--- config.mk ---
export PLATFORM = sky130hd
export DESIGN_NAME = dense_accumulator
export DESIGN_NICKNAME = d
export VERILOG_FILES = /design/src/rtl/dense_accumulator.sv
export SDC_FILE = /design/constraint.sdc
export NUM_CORES = 1
export LEC_CHECK = 0
export BUFFER_PORTS_ARGS = -buffer_cell sky130_fd_sc_hd__buf_2
export CAP_MARGIN = 40
export CORE_UTILIZATION = 69
export CTS_CLUSTER_SIZE = 30
export DETAILED_ROUTE_END_ITERATION = 7
export PLACE_DENSITY = 0.95
export SLEW_MARGIN = 40
export SYNTH_ARGS = -nofsm -noshare
export SYNTH_HDL_FRONTEND = slang
export SYNTH_SLANG_ARGS = --single-unit
--- constraint.sdc ---
create_clock -name clk -period 11.92 [get_ports clk]
set_input_delay 0 -clock clk [delete_from_list [all_inputs] [get_ports clk]]
set_output_delay 0 -clock clk [all_outputs]
set_load 0.01 [all_outputs]
--- src/rtl/dense_accumulator.sv ---
// Dense-layer output stage: multiply-accumulates (activation, weight) pairs into
// one wrapping unsigned sum per neuron and emits (index, value, enable) beats for argmax.
module dense_accumulator #(
  parameter int unsigned DATA_WIDTH    = 32,
  parameter int unsigned INPUT_AMOUNT  = 2,
  parameter int unsigned NEURON_AMOUNT = 2
) (
  input  logic                  clk,
  input  logic                  rst_n,
  input  logic [DATA_WIDTH-1:0] input_value,
  input  logic [DATA_WIDTH-1:0] input_weight,
  input  logic                  input_enable,
  input  logic                  input_clear,
  output logic [DATA_WIDTH-1:0] output_index,
  output logic [DATA_WIDTH-1:0] output_value,
  output logic                  output_enable,
  output logic                  output_last
);

  localparam int unsigned BW = (INPUT_AMOUNT  > 1) ? $clog2(INPUT_AMOUNT)  : 1;
  localparam int unsigned NW = (NEURON_AMOUNT > 1) ? $clog2(NEURON_AMOUNT) : 1;
  localparam logic [BW-1:0] BEAT_LAST   = BW'(INPUT_AMOUNT - 1);
  localparam logic [NW-1:0] NEURON_LAST = NW'(NEURON_AMOUNT - 1);

  logic [DATA_WIDTH-1:0] acc;
  logic [BW-1:0]         beat_cnt;
  logic [NW-1:0]         neuron_cnt;
  logic [DATA_WIDTH-1:0] product;
  logic [DATA_WIDTH-1:0] sum;

  // Self-determined multiply inside the cast keeps only the low DATA_WIDTH bits.
  always_comb begin
    product = DATA_WIDTH'(input_value * input_weight);
    sum     = acc + product;
  end

  always_ff @(posedge clk or negedge rst_n) begin
    if (!rst_n) begin
      acc           <= '0;
      beat_cnt      <= '0;
      neuron_cnt    <= '0;
      output_index  <= '0;
      output_value  <= '0;
      output_enable <= 1'b0;
      output_last   <= 1'b0;
    end else begin
      output_enable <= 1'b0;
      output_last   <= 1'b0;
      if (input_clear) begin
        // Restart the current neuron; its index is kept so it is not skipped.
        acc      <= '0;
        beat_cnt <= '0;
      end else if (input_enable) begin
        if (beat_cnt == BEAT_LAST) begin
          output_value  <= sum;
          output_index  <= DATA_WIDTH'(neuron_cnt);
          output_enable <= 1'b1;
          output_last   <= (neuron_cnt == NEURON_LAST);
          acc           <= '0;
          beat_cnt      <= '0;
          if (neuron_cnt == NEURON_LAST) neuron_cnt <= '0;
          else                           neuron_cnt <= neuron_cnt + NW'(1);
        end else begin
          acc      <= sum;
          beat_cnt <= beat_cnt + BW'(1);
        end
      end
    end
  end

endmodule

==> out/results.tsv, run 1 <==
stage	metric	value	unit
synthesis	synth-seq-area-share	8.799	%
die	fp.dieH	170.6	µm
layout	post-route-util	73.60	%
routing	num_vias	14940	
global_routing	antenna_found_initial	0	
min_path	hold_depth	4	
worst_setup_path	reg2reg_slack	4.48	ns
timing	fin_crit_sh	62.38	%
worst_setup_path	cp.required	12.14	ns
cts	clk_pin_slew	0.07	ns
min_path	hold_end	acc[31]$_DFFE_PN0P_	
timing	setup_violations	0	
synthesis	synthFlopType	dfrtp_1	
worst_setup_path	r2r_cells	24	
timing	hold_viol	0	
synthesis	synth-edff-count	0	
timing	tightest_slew	0.8317	ns
min_path	hold_start	input_enable	
routing	ant_nets	0	
timing	slew_headroom	44.55	%
layout	n_antenna_cell	0	
cts	cts_tree	yes	
routing	post-route-drc-count	0	
status	outcome	complete, no violations	
timing	layout_setup_ws	4.484	ns
synthesis	syn_area_per_cell	9.304	µm²
worst_setup_path	crit_arrival	7.66	ns
placement	place_hpwl	41070	µm
die	core_area	27860	µm²
global_routing	grt_usage	38.38	%
worst_setup_path	reg2reg_to	acc[30]$_DFFE_PN0P_	
die	die_area	29120	µm²
placement	dpl_worst_slack	4.280	ns
synthesis	syn_inst	2109	
synthesis	synth_largest_area_cell	fa_1	
cts	cts_resized	0	
timing	rsz0062_at_grt	false	
min_path	min_path_type	in2reg	
timing	holdWs	0.1341	ns
placement	place_congestion	0.9272	
routing	initialDrtViolationCount	1382	
layout	drive_above_1_share	6.916	%
timing	fin_setup_tns	0	ns
synthesis	netlist_top_cells_count	inv_1, fa_1, and2_1, nand2_1, ha_1	
cts	clock_sinks	69	
synthesis	ys_types	61	
routing	totalWireLength	52000	µm
layout	area.growth.synth_to_final	4.495	%
worst_setup_path	start_kind	flop	
synthesis	synthArstFlopShare	100.0	%
timing	finalClockSkew	0.009643	ns
flow_run	max-cap-violations	0	
worst_setup_path	cp-end-kind	flop	
timing	fin_crit	7.436	ns
routing	vias_per_cell	5.931	
synthesis	yosysMostFrequentCell	inv_1	
synthesis	yosysWarnings	0	
synthesis	synth.cell_area	19620	µm²
routing	wire_per_inst	20.65	µm
placement	port_buffers	102	
die	start_util	70.44	%
die	fp.dieW	170.6	µm
cts	cts_made_buffers	9	
die	ios	134	
worst_setup_path	r2r-start	acc[18]$_DFFE_PN0P_	
layout	fin_nets	2765	
timing	finalMaxSlewViolations	0	
worst_setup_path	worstPathMaxFanout	5	
die	num_rows	61	
global_routing	grt_start_max_net_pins	70	
global_routing	grt_pass1_vias	16370	
global_routing	grt-ovfl-total	0	
cts	htree_levels	3	
cts	post_cts_buffers	0	
global_routing	grt_pass1_wl	84170	µm
cts	root_buffer	clkbuf_16	
cts	clock_latency	0.35	ns
routing	first_pass_iters	6	
cts	clockBufferDepth	2	
worst_setup_path	critPathKind	reg2reg	
synthesis	synth_top_area_share	44.69	%
timing	fmax	0.1345	GHz
synthesis	ys_ff_latch	69	
synthesis	synthTopCellsByArea	fa_1, and2_1, inv_1, dfrtp_1, ha_1	
==> layer usage <==
layer	global-route usage, %	vias to the layer above	wire [µm]
li1	-	6094	-
met1	48.65	7418	18130
met2	61.03	1146	24540
met3	10.50	275	6751
met4	18.88	2	2528
met5	1.217	-	45
==> critical path: stages, from the launching register on <==
cell and delay [ns]:
dfrtp_1 0.41, fa_1 0.52, fa_1 0.52, fa_1 0.52, inv_1 0.07, fa_1 0.54
inv_1 0.06, fa_1 0.52, inv_1 0.07, fa_1 0.55, inv_1 0.06, fa_1 0.49
inv_1 0.08, fa_1 0.48, inv_1 0.04, ha_1 0.23, a21o_1 0.22, a21o_1 0.18
a21o_1 0.20, a221oi_1 0.30, o32ai_1 0.20, or4b_1 0.54, a41oi_2 0.20, xor2_1 0.21
o22ai_1 0.10
==> how the worst max path moves through the flow <==
stage | cells after the start | end | slack, ns | startpoint
6_report | 24 | acc[30]$_DFFE_PN0P_ | 4.48 | acc[18]$_DFFE_PN0P_
5_1_grt | 23 | acc[28]$_DFFE_PN0P_ | 4.18 | acc[18]$_DFFE_PN0P_
4_1_cts | 24 | acc[30]$_DFFE_PN0P_ | 4.52 | acc[18]$_DFFE_PN0P_
3_5_place_dp | 26 | acc[30]$_DFFE_PN0P_ | 4.28 | input_weight[0]
3_3_place_gp | 26 | acc[30]$_DFFE_PN0P_ | 4.66 | input_weight[0]
2_1_floorplan | 27 | acc[30]$_DFFE_PN0P_ | 5.02 | input_weight[3]
==> cells by family (layout without fill, tap and decap cells) <==
family | after synthesis | count (layout) | synth area share, %
AND/OR/NAND/NOR | 649 | 649 | 17.68
buffers and inverters | 614 | 615 | 12.34
adder cells (fa/ha/maj) | 562 | 562 | 52.59
AO/OA/AOI/OAI | 116 | 116 | 4.043
XOR/XNOR | 86 | 86 | 3.839
flip-flops | 69 | 69 | 8.799
multiplexers | 12 | 12 | 0.6886
other | 1 | 31 | 0.01911
==> per-stage QoR <==
step,cells,cell area (µm²)
CTS,2518,20500
finish,2518,20500
global route,2518,20500
global placement,2499,20180
floorplan,2139,19740
detailed placement,2499,20190
==> sequential cells by signal (all words and copies together), names as in the netlist <==
register	count
beat_cnt	1
acc	32
output_last	1
output_value	32
output_enable	1
output_index	1
neuron_cnt	1
==> repair_timing <==
| item | CTS | global route |
|---|---|---|
| setup endpoints to repair | 0 | 0 |
| endpoints found under the hold margin | 70 | 0 |
| hold buffers | 3 | 0 |
==> area by class of cell <==
type | instances | area [µm²]
clock buffers | 9 | 225.2
clock inverters | 7 | 62.56
fillers | 1721 | 7353
inverters | 489 | 1836
multi-input cells | 1456 | 15600
flip-flops and latches | 69 | 1727
well taps | 378 | 473.0
repair buffers | 110 | 581.8
==> cell usage in the layout (no fill, tap or decap), drive strengths merged, types with 3 or more instances in the layout <==
master,count
dlygate4sd3,3
nand2,232
a21o,10
xnor2,73
mux2,12
conb,31
clkbuf,9
a31oi,3
dfrtp,69
o21a,11
fa,438
and2,367
a21oi,27
nor3,3
xor2,13
buf,107
ha,124
inv,494
nor2,17
nand2b,3
nand3,4
o21ai,31
and3,4
a22o,12
Power of run 1 is not shown: default switching activity piles up to over one toggle a cycle in this logic, so the estimate is an artifact.
==> run 2, diff against run 1 <==
CORE_UTILIZATION = 64   (was 69)
PLACE_DENSITY = 0.9   (was 0.95)
clock period = 7.3 ns   (was 11.92 ns; I/O delays follow)
==> run 2 against run 1 <==
Compared with the run above: critical path depth is the same; highest routed layer is now met4; via count shrank 2.9%; register-to-register slack lost 4.3 ns; wire length shrank 0.80%; worst setup slack lost 4.3 ns; maximum frequency grew 4.7%; critical path type unchanged; clock-buffer cell count is the same; sequential cell count is the same.
==> out/results.tsv, run 2 (synthesis results as in run 1) <==
stage	metric	value	unit
worst_setup_path	worstPathMaxFanout	8	
routing	totalWireLength	51580	µm
die	fp.dieW	177.1	µm
routing	num_vias	14510	
worst_setup_path	cp-end-kind	flop	
die	fp.dieH	177.1	µm
die	start_util	65.68	%
flow_run	max-cap-violations	0	
routing	vias_per_cell	5.657	
timing	setup_violations	0	
routing	post-route-drc-count	0	
cts	cts_tree	yes	
cts	root_buffer	clkbuf_16	
global_routing	antenna_found_initial	3	
layout	fillers	2039	
die	ios	134	
cts	cts_made_buffers	9	
timing	fin_crit_sh	97.27	%
global_routing	grt-ovfl-total	0	
min_path	hold_end	beat_cnt$_DFFE_PN0P_	
timing	hold_viol	0	
die	die_area	31360	µm²
cts	htree_levels	3	
timing	layout_setup_ws	0.1990	ns
routing	wire_per_inst	20.12	µm
timing	fin_setup_tns	0	ns
timing	fmax	0.1408	GHz
layout	final_common_cell	inv_1	
timing	fin_crit	7.101	ns
routing	initialDrtViolationCount	1278	
layout	drive_above_1_share	8.660	%
timing	finalClockSkew	0.009200	ns
timing	finalMaxSlewViolations	0	
worst_setup_path	path_cells	inv_1 > fa_1 > fa_1 > inv_1 > fa_1 > inv_1 > fa_1 > inv_1 > fa_1 > fa_1 > fa_1 > inv_1 > fa_1 > inv_1 > ha_2 > a21o_1 > o21a_1 > a311o_1 > a21o_1 > nand2_1 > and3_1 > o21ai_0 > xor2_1 > mux2_2	
min_path	hold_depth	3	
routing	first_pass_iters	6	
worst_setup_path	start_kind	flop	
layout	reg.largest.list	acc x32, output_value x32	
worst_setup_path	cp.required	7.53	ns
placement	place_hpwl	42890	µm
layout	post-route-util	69.72	%
cts	clk_pin_slew	0.07	ns
cts	clockBufferDepth	2	
placement	place_congestion	0.9473	
status	outcome	complete, no violations	
layout	layout_common_cells	inv_1, fa_1, and2_1, nand2_1, ha_1	
placement	dpl_worst_slack	0.03656	ns
min_path	min_path_type	in2reg	
layout	area.growth.synth_to_final	6.153	%
worst_setup_path	reg2reg_slack	0.20	ns
worst_setup_path	r2r-start	acc[22]$_DFFE_PN0P_	
worst_setup_path	r2r_cells	24	
cts	clock_sinks	69	
global_routing	grt_start_max_net_pins	70	
global_routing	grt_pass1_wl	84080	µm
cts	clock_latency	0.35	ns
routing	ant_nets	0	
timing	rsz0062_at_grt	true	
worst_setup_path	slowest_stage	fa_1	
min_path	hold_start	input_enable	
global_routing	grt_pass1_vias	15940	
worst_setup_path	cp_slowest_stage_delay	0.57	ns
timing	tightest_slew	0.7730	ns
worst_setup_path	crit_arrival	7.33	ns
worst_setup_path	critPathKind	reg2reg	
layout	fin_nets	2796	
worst_setup_path	crit_top_cell	fa_1	
worst_setup_path	reg2reg_to	output_value[29]$_DFFE_PN0P_	
die	num_rows	63	
placement	port_buffers	102	
die	core_area	29870	µm²
global_routing	grt_usage	35.54	%
timing	slew_headroom	48.47	%
-- run 2: cell types whose count changed in the layout (fill, tap and decap cells not counted), sizes merged --
cell         change
inv              -1
dlygate4sd3      -1
clkinv           +1
diode            +3
buf             +32
-- run 2: cell type report --
cell class	instances	area, µm²	area share, %
multi-input combinational	1456	15660	75.17
clock inverter	7	65.06	0.3123
sequential	69	1727	8.289
inverter	489	1836	8.812
timing repair buffer	141	824.5	3.958
clock buffer	9	225.2	1.081
antenna	3	7.507	0.03604
tap	390	488.0	2.343
-- run 2: metrics by stage --
step	area, µm²	instances	hold WS (ns)
final	20830	2564	0.01125
after global routing	20830	2563	0.02103
after CTS	20780	2560	0.009403
after global placement	20440	2542	0.2273
after detailed placement	20450	2542	0.1645
after floorplan	19740	2139	-0.2956
-- run 2: how the worst max path moves through the flow --
| stage | from | endpoint | slack (ns) | depth (start not counted) |
|---|---|---|---|---|
| 3_5_place_dp | input_weight[2] | acc[30]$_DFFE_PN0P_ | 0.04 | 26 |
| 6_report | acc[22]$_DFFE_PN0P_ | output_value[29]$_DFFE_PN0P_ | 0.20 | 24 |
| 5_1_grt | acc[22]$_DFFE_PN0P_ | output_value[29]$_DFFE_PN0P_ | 0.008 | 24 |
| 4_1_cts | acc[18]$_DFFE_PN0P_ | acc[30]$_DFFE_PN0P_ | 0.06 | 24 |
| 2_1_floorplan | input_weight[3] | acc[30]$_DFFE_PN0P_ | 0.40 | 27 |
| 3_3_place_gp | input_weight[2] | output_value[29]$_DFFE_PN0P_ | 0.20 | 27 |
-- run 2: critical path, delay by kind of cell (launching register included) --
family / cells / cell delay, ns
AO/OA/AOI/OAI: 5 / 1.04
XOR/XNOR: 1 / 0.20
flip-flops: 1 / 0.34
adder cells (fa/ha/maj): 9 / 4.42
buffers and inverters: 6 / 0.40
multiplexers: 1 / 0.29
AND/OR/NAND/NOR: 2 / 0.30
-- run 2: routing by layer --
layer | routed length, µm | up-vias | share of wire, % | global-route usage [%]
met4 | 2373 | 0 | 4.6 | 14.80
met2 | 24020 | 857 | 47 | 55.39
li1 | - | 6152 | - | -
met3 | 5818 | 176 | 11 | 10.05
met5 | 0 | - | 0 | 0
met1 | 19370 | 7320 | 38 | 46.85
-- run 2: repair_timing --
item | in CTS | in global routing
gates cloned | 0 | 0
endpoints found under the setup margin | 2 | 6
hold endpoints to repair | 70 | 0
hold buffers | 2 | 0
pin swaps | 0 | 8
gates resized for setup | 3 | 7
setup buffers | 0 | 1
Power of run 2 is left out for the same reason.
